===== config.mk =====
export PLATFORM = sky130hd
export DESIGN_NAME = free_running_stable
export DESIGN_NICKNAME = d
export VERILOG_FILES = /design/src/rtl/free_running_stable_pkg.sv /design/src/rtl/free_running_stable_mod_counter.sv /design/src/rtl/free_running_stable.sv
export SDC_FILE = /design/constraint.sdc
export NUM_CORES = 1
export LEC_CHECK = 0
export CORE_MARGIN = 1
export CORE_UTILIZATION = 50
export DETAILED_ROUTE_END_ITERATION = 8
export HOLD_SLACK_MARGIN = 0.1
export PLACE_DENSITY = 0.8
export SYNTH_ARGS = -nofsm -noshare
export SYNTH_HDL_FRONTEND = slang
export SYNTH_SLANG_ARGS = --single-unit
export TNS_END_PERCENT = 50

===== constraint.sdc =====
create_clock -name clk -period 1.8 [get_ports clk]
set_input_delay 0.45 -clock clk [delete_from_list [all_inputs] [get_ports clk]]
set_output_delay 0.45 -clock clk [all_outputs]
set_load 0.03 [all_outputs]

===== src/rtl/free_running_stable_pkg.sv =====
// Shared types for the free-running timebase: the per-edge action chosen by the
// top level and the priority function that selects it.
package free_running_stable_pkg;

    typedef enum logic [1:0] {
        ACT_RECONFIG = 2'd0,
        ACT_WRAP     = 2'd1,
        ACT_COUNT    = 2'd2,
        ACT_HOLD     = 2'd3
    } action_e;

    // Reconfiguration beats everything, then a wrap, then a plain count step.
    function automatic action_e next_action(input logic mismatch,
                                            input logic en,
                                            input logic wrap);
        action_e act;
        if (mismatch) begin
            act = ACT_RECONFIG;
        end else if (wrap) begin
            act = ACT_WRAP;
        end else if (en) begin
            act = ACT_COUNT;
        end else begin
            act = ACT_HOLD;
        end
        return act;
    endfunction

endpackage


===== src/rtl/free_running_stable_mod_counter.sv =====
// Modulo counter: counts enabled cycles from 0 to max, flags the terminal count
// so the wrap back to 0 happens without arithmetic overflow.
module free_running_stable_mod_counter #(
    parameter int WIDTH = 8
) (
    input  logic             clk,
    input  logic             reset,
    input  logic             enable,
    input  logic             clear,
    input  logic [WIDTH-1:0] max,
    output logic             wrap
);

    logic [WIDTH-1:0] cnt_q;
    logic [WIDTH-1:0] cnt_d;

    assign wrap = enable && (cnt_q == max);

    // Next count: clear wins, terminal count returns to 0, otherwise step or hold.
    always_comb begin
        cnt_d = cnt_q;
        if (clear) begin
            cnt_d = '0;
        end else if (wrap) begin
            cnt_d = '0;
        end else if (enable) begin
            cnt_d = cnt_q + WIDTH'(1);
        end else begin
            cnt_d = cnt_q;
        end
    end

    // Counter register with synchronous active-low reset.
    always_ff @(posedge clk) begin
        if (!reset) begin
            cnt_q <= '0;
        end else begin
            cnt_q <= cnt_d;
        end
    end

endmodule


===== src/rtl/free_running_stable.sv =====
// Programmable timebase: one-cycle tick every max_cnt+1 enabled cycles, with a
// stable flag that rises once a full period completes under an unchanged max_cnt.
module free_running_stable
    import free_running_stable_pkg::*;
#(
    parameter int WIDTH = 8
) (
    input  logic             clk,
    input  logic             reset,
    input  logic             enable,
    input  logic [WIDTH-1:0] max_cnt,
    output logic             stable,
    output logic             tick
);

    logic [WIDTH-1:0] max_q;
    logic [WIDTH-1:0] max_d;
    logic             tick_q;
    logic             tick_d;
    logic             stable_q;
    logic             stable_d;
    logic             mismatch_s;
    logic             wrap_s;
    logic             clear_s;
    action_e          action_s;

    assign mismatch_s = (max_cnt != max_q);
    assign action_s   = next_action(mismatch_s, enable, wrap_s);

    free_running_stable_mod_counter #(
        .WIDTH (WIDTH)
    ) u_counter (
        .clk    (clk),
        .reset  (reset),
        .enable (enable),
        .clear  (clear_s),
        .max    (max_q),
        .wrap   (wrap_s)
    );

    // Next-state for the captured terminal count and the output flags.
    always_comb begin
        max_d    = max_q;
        tick_d   = 1'b0;
        stable_d = stable_q;
        clear_s  = 1'b0;
        case (action_s)
            ACT_RECONFIG: begin
                max_d    = max_cnt;
                stable_d = 1'b0;
                clear_s  = 1'b1;
            end
            ACT_WRAP: begin
                tick_d   = 1'b1;
                stable_d = 1'b1;
            end
            ACT_COUNT: begin
                tick_d   = 1'b0;
            end
            ACT_HOLD: begin
                tick_d   = 1'b0;
            end
            default: begin
                max_d    = max_q;
                tick_d   = 1'b0;
                stable_d = stable_q;
                clear_s  = 1'b0;
            end
        endcase
    end

    // Capture and output registers; reset overrides everything.
    always_ff @(posedge clk) begin
        if (!reset) begin
            max_q    <= '0;
            tick_q   <= 1'b0;
            stable_q <= 1'b0;
        end else begin
            max_q    <= max_d;
            tick_q   <= tick_d;
            stable_q <= stable_d;
        end
    end

    assign tick   = tick_q;
    assign stable = stable_q;

endmodule


# Yosys cells after proc, flatten, opt, wreduce, memory -nomap -nowiden
# Index checks and enable logic that the tools add are counted.
# op_classes
addsub	1
n_eq_ne	3
mux	6
n_bitwise	1
reduce_logical	4
# ops
operator	count
8-bit by 1-bit adder with 8-bit output (second input constant)	1
8-bit equality test	1
8-bit != test	1
2-bit 2-to-1 mux	2
1-bit 2-to-1 mux	3
3-bit OR reduction	1
2-bit by 1-bit equality test with 1-bit output (second input constant)	1
2-bit logical NOT	1
1-bit case mux with 2 select lines	1
2-bit nonzero test	1
1-bit logical AND	1
1-bit NOT	1
# word_totals
reg_bits	18
input_bits	11
output_inout_bits	2
wordCells	19

# Depth between registers and ports, before layout
# Gate-level depths: netlist (run 1).
# logic_depth
word_depth	7
ltp_mapped	5
mapped_depth_nobuf	4

# Modules after synthesis
# From an unflattened synthesis (run 1), not the netlist that was laid out.
# unflattened
cells_unflattened	83
hier_area_um2	802.0
# by_module_without_submodules
module	instances	cells_per_inst	area_each_um2	seq_area_each_um2
free_running_stable_mod_counter	1	49	439.2	160.2
free_running_stable	1	34	362.8	200.2

# Worst setup path before layout (run 1)
# No wires, ideal clock.
# synth_timing
path_kind	input-to-reg
from	input max_cnt[0]
to	register stable_q, in the netlist stable
setup_time_ns	0.059
arrival_time_ns	1.356
required_time_ns	1.741
slack_ns	0.385
cell_stages	4
path_buffers	0
path_cell_list	xor2_1 > nor4_2 > nand4_2 > o21ba_1
# synth_via
elab_chain_len	4
word_cells_on_any_way	6
cone_classes	eq/ne (2); mux (2); reduce/logical (2)
# synth_rtl
element	line	text
start, declared	free_running_stable.sv:11	input logic [WIDTH-1:0] max_cnt,
8-bit != test (*)	free_running_stable.sv:27	assign mismatch_s = (max_cnt != max_q);
2-bit 2-to-1 mux (*)	free_running_stable_pkg.sv:17	if (mismatch) begin
2-bit by 1-bit equality test with 1-bit output or 2-bit logical NOT (tied branches)	free_running_stable.sv:47	case (action_s)
1-bit case mux with 2 select lines or 2-bit nonzero test (tied branches)	-	
end signal, assigned	free_running_stable.sv:81	stable_q <= stable_d;
end, declared	free_running_stable.sv:20	logic stable_q;
# Every way passes the cells marked *; elsewhere a longest branch is shown, timed or not.
# A chain may end at the register's enable or synchronous reset.

# Final worst setup path (run 1)
# layout_timing
from	register stable_q, in the netlist stable
to	output stable
# layout_rtl
element	line	text
end, declared	free_running_stable.sv:12	output logic stable,
# No word-level cell between the ends.

==> results of run 1 <==
state kept, by name (all words and copies together), names as in the netlist:
signal,cells
u_counter.cnt_q,8
tick,1
max_q,8
stable,1
placed cells by master, fill, tap and decap left out:
cell,instances
o21ba_1,1
nand4_2,1
clkbuf_4,3
xor2_1,11
and3_1,1
dfxtp_1,18
and2_1,8
nand4_1,5
nor2_1,2
buf_4,3
clkdlybuf4s50_1,12
nand3_1,1
xnor2_1,12
nor3_2,1
mux2i_1,1
nor4_2,1
nor4_1,1
nor3_1,9
ha_1,1
nand2_1,3
logic make-up (layout without fill, tap and decap cells):
kind of cell | Yosys count | after routing | share of synthesized area
and+or+nand+nor | 33 | 33 | 0.248
AOI/OAI and AO/OA | 1 | 1 | 0.0126
DFF | 18 | 18 | 0.452
buffers and inverters | 1 | 18 | 0.00627
adders and majority gates | 1 | 1 | 0.0157
xor gates and xnor gates | 23 | 23 | 0.253
muxes | 1 | 1 | 0.0126
power by group:
group	switching (mW)	internal, mW	leakage, nW	total, mW
Sequential	0.00822	0.408	0.147	0.416
Combinational	0.0297	0.0457	0.201	0.0754
Clock	0.117	0.0778	0.0138	0.195
per-layer routing:
layer | global-route usage | vias to the layer above | wire [µm]
met1 | 0.211 | 277 | 618
met4 | 0.103 | 0 | 9
met2 | 0.322 | 18 | 731
met5 | 0 | - | 0
li1 | - | 303 | -
met3 | 0.0435 | 2 | 55
how the worst max path moves through the flow:
| stage | depth (start not counted) | start | slack (ns) | end |
|---|---|---|---|---|
| after global routing | 5 | max_cnt[0] | -0.03 | u_counter.cnt_q[4] |
| final | 1 | stable | 0.07 | stable |
| after CTS | 1 | stable | 0.05 | stable |
| after detailed placement | 5 | max_cnt[0] | -0.21 | u_counter.cnt_q[6] |
| after floorplan | 4 | max_cnt[0] | 0.39 | stable |
| after global placement | 5 | max_cnt[0] | -0.19 | tick |
per-stage QoR:
stage                util  std cells  setup TNS, ns  area, µm²
finish              0.656        111              0        977
global route        0.656        111        -0.0572        977
CTS                 0.656        111              0        977
detailed placement  0.641        108          -1.76        955
global placement    0.641        108          -1.32        955
floorplan               -         78              0        797
final cells by class:
class | count | area (µm²)
clock buffer | 3 | 22.5
multi-input combinational | 59 | 432
tap | 16 | 20.0
sequential | 18 | 360
timing repair buffer | 15 | 143
fill | 133 | 512
==> results.cfg, run 1 <==
[floorplanning]
initial_core_util = 0.535
die_x_um = 41.9
fp-row-count = 14
fp.dieH_um = 41.9
core_um2 = 1490
num_io_pins = 13
die_area_um2 = 1760

[worst_hold_path]
min_path_type = flip-flop to flip-flop
min_path_cells = 1
hold_end = stable
hold_start = stable

[route]
drtIter0Drc = 7
wire_per_inst_um = 12.7
firstDrtPassIters = 4
via_per_inst = 5.41
ant_nets = 0
vias = 600
drc = 0
drt_wl_total_mm = 1.42

[clocking]
post_cts_resized = 0
cts_setup_buffers = 0
clk_path_buf_depth = 2
ctsHoldBuffers = 0
htree_levels = 1
cts_tree = yes
clk_pin_slew_ns = 0.09
cts_buffers = 3
clk_latency_ns = 0.29
cts_root_buffer = clkbuf_4
clock_sinks = 18

[cells_and_area]
num_antenna_cells = 0
syn2layout_area_growth_pct = 22.6
drive_above_1_share = 0.0947
nets = 109

[synth]
synth.largest_area_cell = dfxtp_1
synth_nets = 90
synth_top_cells_by_count = dfxtp_1, xnor2_1, xor2_1
synth_cell_types = 18
synthCells = 78
synth_top_area_frac = 0.452
synth_async_sr_flop_share = 0
synth_ff_type = dfxtp_1
synthTopCellsByArea = dfxtp_1, xnor2_1, xor2_1
ys_ff_latch = 18
yosysSeqAreaShare = 0.452
yosysWarningCount = 0
yosysMostFrequentCell = dfxtp_1
syn-cell-area_um2 = 797
synth_edf_count = 0
synth.avg_cell_area_um2 = 10.2

[grt]
antenna_found_initial = 0
grt_max_degree = 11
overflow = 0
grt_pass1_wl_mm = 2.50
grt_usage = 0.187
grt_pass1_vias = 598

[critical_path]
cp_top_family = buffers and inverters
rr_worst_depth = 4
r2r_end = tick
r2r_slack_ns = 0.40
crit_chain = clkdlybuf4s50_1
cp_slowest_cell = clkdlybuf4s50_1
end_kind = output port
r2r_start = max_q[4]
critical_path_class = flip-flop to output port
required_ns = 1.35
cp_slowest_stage_delay_ns = 0.66
crit_arrival_ns = 1.28
start_kind = flip-flop
crit_buf_inv = 1
critPathMaxFanout = 2

[power_and_ir_drop]
leakage_nw = 0.362
vdd_drop_max_mv = 0.481
p_per_area_nw_per_um2 = 703
finalPower_uw = 687

[timing]
grt_setup_unrepaired = yes
finalHoldViolations = 0
worstMarginPinSlew_ns = 0.302
setup_violations = 0
finalMaxSlewViolations = 0
whs_ns = 0.481
fin_ws_ns = 0.0670
fin_skew_ns = 0.00580
finalCriticalPeriod_ns = 1.73
slew_headroom = 0.798
max_freq_ghz = 0.577
fin_crit_sh = 0.963

[flow_run]
maxCapViolations = 0

[placed_design]
gp_congestion = 0.752
dp_hpwl_mm = 1.09
place_ws_ns = -0.205
io_buffers = 12

[run_status]
status = finished, final reports clean
(Power assumes the default switching activity.)
==> inputs of run 2 (changes only) <==
--- a/config.mk
+++ b/config.mk
@@ -6,10 +6,10 @@
 export NUM_CORES = 1
 export LEC_CHECK = 0
 export CORE_MARGIN = 1
-export CORE_UTILIZATION = 50
+export CORE_UTILIZATION = 45
 export DETAILED_ROUTE_END_ITERATION = 8
 export HOLD_SLACK_MARGIN = 0.1
-export PLACE_DENSITY = 0.8
+export PLACE_DENSITY = 0.74
 export SYNTH_ARGS = -nofsm -noshare
 export SYNTH_HDL_FRONTEND = slang
 export SYNTH_SLANG_ARGS = --single-unit
==> run 2 against run 1 <==
  * First-iteration DRC count increased by 43%
  * Sequential power about the same
  * Flip-flop and latch count unchanged
  * Critical path type unchanged
  * Largest power group unchanged
==> results.cfg, run 2 (synthesis gave the netlist of run 1 again) <==
[route]
drc = 0
wire_per_inst_um = 13.1
drtIter0Drc = 10
firstDrtPassIters = 6
drt_wl_total_mm = 1.45
vias = 591
ant_nets = 0
via_per_inst = 5.32

[timing]
grt_setup_unrepaired = no
finalMaxSlewViolations = 0
max_freq_ghz = 0.576
setup_tns_ns = 0
finalCriticalPeriod_ns = 1.74
finalHoldViolations = 0
fin_skew_ns = 0.00494
fin_crit_sh = 0.964
whs_ns = 0.478
worstMarginPinSlew_ns = 0.323
setup_violations = 0
fin_ws_ns = 0.0650
slew_headroom = 0.783

[floorplanning]
fp.dieH_um = 44.1
core_um2 = 1580
die_x_um = 44.1
initial_core_util = 0.506
die_area_um2 = 1940
fp-row-count = 14
num_io_pins = 13

[grt]
grt_pass1_wl_mm = 2.68
grtUsageMet3 = 0.0367
antenna_found_initial = 0
overflow = 0
grt_max_degree = 11
grt_use_met1 = 0.246
grt_usage = 0.196
busiest_layer = met2
use_met2 = 0.318
grt_pass1_vias = 619

[critical_path]
crit_arrival_ns = 1.29
r2r_start = max_q[0]
cp_top_family = buffers and inverters
critical_path_class = flip-flop to output port
r2r_end = u_counter.cnt_q[0]
cp_slowest_cell = clkdlybuf4s50_1
rr_worst_depth = 4
start_kind = flip-flop
required_ns = 1.35
cp_slowest_stage_delay_ns = 0.66
critPathMaxFanout = 2
r2r_slack_ns = 0.37
end_kind = output port
crit_buf_inv = 1
crit_chain = clkdlybuf4s50_1

[cells_and_area]
most-common-layout-cells = dfxtp_1, xnor2_1, clkdlybuf4s50_1
nets = 109
num_antenna_cells = 0
fill_cells = 135
drive_above_1_share = 0.0947
layout_commonest_cell = dfxtp_1
top_regs = max_q: 8 flops, u_counter.cnt_q: 8 flops
syn2layout_area_growth_pct = 23.7

[clocking]
cts_root_buffer = clkbuf_4
clk_latency_ns = 0.29
cts_tree = yes
clk_pin_slew_ns = 0.10
ctsHoldBuffers = 0
cts_buffers = 3
clk_path_buf_depth = 2
clock_sinks = 18
htree_levels = 1

[placed_design]
gp_congestion = 0.776
dp_hpwl_mm = 1.06
io_buffers = 12
place_ws_ns = -0.238

[worst_hold_path]
min_path_type = flip-flop to flip-flop
hold_start = stable
min_path_cells = 1
hold_end = stable

[run_status]
status = finished, final reports clean

[power_and_ir_drop]
leakage_nw = 0.366
vdd_drop_max_mv = 0.394
p_per_area_nw_per_um2 = 700

[flow_run]
maxCapViolations = 0
==> run 2: repair_timing <==
item / 4_1_cts / 5_1_grt
buffers inserted: 0 / 0
pin swaps: 1 / 0
gates resized for setup: 0 / 1
endpoints found under the setup margin: 1 / 7
==> run 2: power by group <==
part           internal (mW)  total (mW)  switching [mW]
registers              0.408       0.416         0.00819
clock network         0.0778       0.195           0.117
logic                 0.0459      0.0795          0.0336
==> run 2: how the worst max path moves through the flow <==
| stage | startpoint | to | slack, ns | cells after the start |
|---|---|---|---|---|
| finish | stable | stable | 0.06 | 1 |
| global route | max_cnt[0] | u_counter.cnt_q[7] | 0.007 | 5 |
| CTS | max_cnt[0] | u_counter.cnt_q[0] | 0.02 | 5 |
| detailed placement | max_cnt[0] | stable | -0.24 | 5 |
| global placement | max_cnt[0] | stable | -0.18 | 5 |
| floorplan | max_cnt[0] | stable | 0.39 | 4 |
==> run 2: layout make-up <==
| class | count | area [µm²] | share of cell area |
|---|---|---|---|
| multi-input cells | 59 | 440 | 0.447 |
| flip-flops and latches | 18 | 360 | 0.365 |
| clock buffers | 3 | 22.5 | 0.0228 |
| well taps | 16 | 20.0 | 0.0203 |
| repair buffers | 15 | 143 | 0.145 |
==> run 2: per-layer routing <==
metal	routed length [µm]	vias up	part of all wire
met4	25	0	0.017
met1	669	273	0.46
met3	37	4	0.025
met5	0	-	0
met2	719	12	0.50
li1	-	302	-
==> run 2: per-stage QoR <==
| step | utilization | cell area (µm²) | instances | power (mW) |
|---|---|---|---|---|
| 2_1_floorplan | - | 797 | 78 | 0.464 |
| 3_3_place_gp | 0.606 | 955 | 108 | 0.501 |
| 3_5_place_dp | 0.606 | 955 | 108 | 0.502 |
| 4_1_cts | 0.620 | 977 | 111 | 0.699 |
| 5_1_grt | 0.625 | 986 | 111 | 0.721 |
| 6_report | 0.625 | 986 | 111 | 0.690 |
==> inputs of run 3 (changes only) <==
--- a/config.mk
+++ b/config.mk
@@ -5,11 +5,12 @@
 export SDC_FILE = /design/constraint.sdc
 export NUM_CORES = 1
 export LEC_CHECK = 0
+export ABC_AREA = 1
 export CORE_MARGIN = 1
 export CORE_UTILIZATION = 45
 export DETAILED_ROUTE_END_ITERATION = 8
 export HOLD_SLACK_MARGIN = 0.1
-export PLACE_DENSITY = 0.74
+export PLACE_DENSITY = 0.73
 export SYNTH_ARGS = -nofsm -noshare
 export SYNTH_HDL_FRONTEND = slang
 export SYNTH_SLANG_ARGS = --single-unit
==> run 3 against run 2 <==
  * Highest routed layer unchanged
  * Combinational power increased by 6.9%
  * Hold slack worse by 0.020 ns
  * Count of clock-buffer cells in the layout is the same
  * Via count rose by 26%
==> results.cfg, run 3 <==
[run_status]
status = finished, final reports clean

[synth]
synthCells = 127
synth_cell_types = 22
synth_nets = 139
synth_edf_count = 0
yosysSeqAreaShare = 0.399
synthTopCellsByArea = dfxtp_1, nand2_1, inv_1
ys_ff_latch = 18
yosysMostFrequentCell = nand2_1
synth_top_area_frac = 0.399
yosysWarningCount = 0
synth_ff_type = dfxtp_1
syn-cell-area_um2 = 903
synth_async_sr_flop_share = 0
synth.largest_area_cell = dfxtp_1
synth_top_cells_by_count = nand2_1, inv_1, dfxtp_1
synth.avg_cell_area_um2 = 7.11

[route]
drc = 0
drtIter0Drc = 10
via_per_inst = 4.44
drt_wl_total_mm = 1.52
ant_nets = 0
vias = 746
firstDrtPassIters = 4
wire_per_inst_um = 9.05

[cells_and_area]
layout_commonest_cell = nand2_1
seqCellArea_um2 = 360
syn2layout_area_growth_pct = 20.5
nets = 157
multiInputGateArea_um2 = 442
most-common-layout-cells = nand2_1, inv_1, dfxtp_1
num_antenna_cells = 0
top_regs = max_q: 8 flops, u_counter.cnt_q: 8 flops
fill_cells = 175
drive_above_1_share = 0.0909
fin_cells = 168

[power_and_ir_drop]
p_per_area_nw_per_um2 = 639
p_sw_uw = 163
p_int_uw = 532
p_sw_frac = 0.235
pwr-share-comb = 0.122
seqPwrFrac = 0.598
leakage_nw = 0.491
vdd_drop_max_mv = 0.503
clkPwrFrac = 0.280

[critical_path]
required_ns = 1.35
r2r_start = u_counter.cnt_q[0]
start_kind = flip-flop
end_kind = output port
crit_buf_inv = 1
crit_arrival_ns = 1.30
cp_top_family = buffers and inverters
cp_slowest_stage_delay_ns = 0.67
crit_chain = clkdlybuf4s50_1
critical_path_class = flip-flop to output port
critPathMaxFanout = 2
cp_slowest_cell = clkdlybuf4s50_1
cp-startpoint = stable

[clocking]
clk_pin_slew_ns = 0.10
clk_path_buf_depth = 2
cts_buffers = 3
clk_latency_ns = 0.29
cts_root_buffer = clkbuf_4
htree_levels = 1
cts_setup_buffers = 0
post_cts_resized = 0
ctsHoldBuffers = 0
cts_tree = yes
clock_sinks = 18

[timing]
slew_headroom = 0.789
max_freq_ghz = 0.572
finalHoldViolations = 0
finalCriticalPeriod_ns = 1.75
fin_skew_ns = 0.00561
grt_setup_unrepaired = no
whs_ns = 0.458
fin_ws_ns = 0.0510
setup_violations = 0
fin_crit_sh = 0.972
finalMaxSlewViolations = 0
worstMarginPinSlew_ns = 0.315
setup_tns_ns = 0

[grt]
antenna_found_initial = 0
overflow = 0
grt_pass1_vias = 640
grt_usage = 0.174
grt_max_degree = 10
grt_pass1_wl_mm = 2.57

[worst_hold_path]
min_path_type = flip-flop to flip-flop
hold_start = stable

[floorplanning]
fp-row-count = 15
initial_core_util = 0.501
die_x_um = 46.8
fp.dieH_um = 46.8
core_um2 = 1800
num_io_pins = 13
die_area_um2 = 2190

[placed_design]
place_ws_ns = 0.00520
dp_hpwl_mm = 1.23
gp_congestion = 0.766
io_buffers = 12
dp_cells = 165

[flow_run]
maxCapViolations = 0
[run 3: changes by cell type in the layout (fill, tap and decap cells not counted), sizes merged, moves of 3 or more]
cell | before | now
nor2 | 2 | 18
nand4 | 6 | 0
nand3 | 1 | 4
nand2 | 3 | 36
and2 | 8 | 0
nor3 | 10 | 2
inv | 0 | 25
xnor2 | 12 | 9
xor2 | 11 | 6
[run 3: final cells by class]
| class | instances | share of cell area |
|---|---|---|
| clock buffers | 3 | 0.0207 |
| inverters | 26 | 0.0897 |
| multi-input cells | 82 | 0.406 |
| flip-flops and latches | 18 | 0.331 |
| well taps | 25 | 0.0287 |
| repair buffers | 14 | 0.124 |
[run 3: power by group through the flow]
| stage | sequential (mW) | clock (mW) | combinational (mW) |
|---|---|---|---|
| floorplan | 0.423 | 0 | 0.0489 |
| global placement | 0.425 | 0 | 0.0839 |
| detailed placement | 0.425 | 0 | 0.0856 |
| CTS | 0.416 | 0.210 | 0.0860 |
| global route | 0.417 | 0.221 | 0.0957 |
| finish | 0.416 | 0.194 | 0.0850 |
[run 3: kinds of logic (layout without fill, tap and decap cells)]
kind of cell,after synthesis,in the layout,synth area share
mux,1,1,0.0111
xor+xnor,15,15,0.145
flops,18,18,0.399
fa+ha+maj,1,1,0.0138
simple gates,60,60,0.285
compound gates,5,5,0.0332
buf+inv,27,43,0.112
[run 3: path summary, 6_finish.rpt]
check                                     endpoint  slack [ns]  depth (start not counted)
worst min register to register              stable        0.46                          2
worst max register to register  u_counter.cnt_q[7]        0.54                          9
worst max-delay path                        stable        0.05                          1
worst min-delay path                        stable        0.46                          2
[run 3: layer usage]
metal	vias up	part of all wire	track usage	wire (µm)
met4	0	0.0079	0.0686	12
li1	404	-	-	-
met2	12	0.45	0.264	684
met5	-	0	0	0
met3	2	0.037	0.0692	56
met1	328	0.50	0.221	767
[run 3: metrics by stage]
step | util | power, mW | area [µm²]
after floorplan | - | 0.472 | 903
after global placement | 0.592 | 0.509 | 1070
after detailed placement | 0.592 | 0.511 | 1070
after CTS | 0.604 | 0.712 | 1090
after global routing | 0.604 | 0.733 | 1090
final | 0.604 | 0.695 | 1090
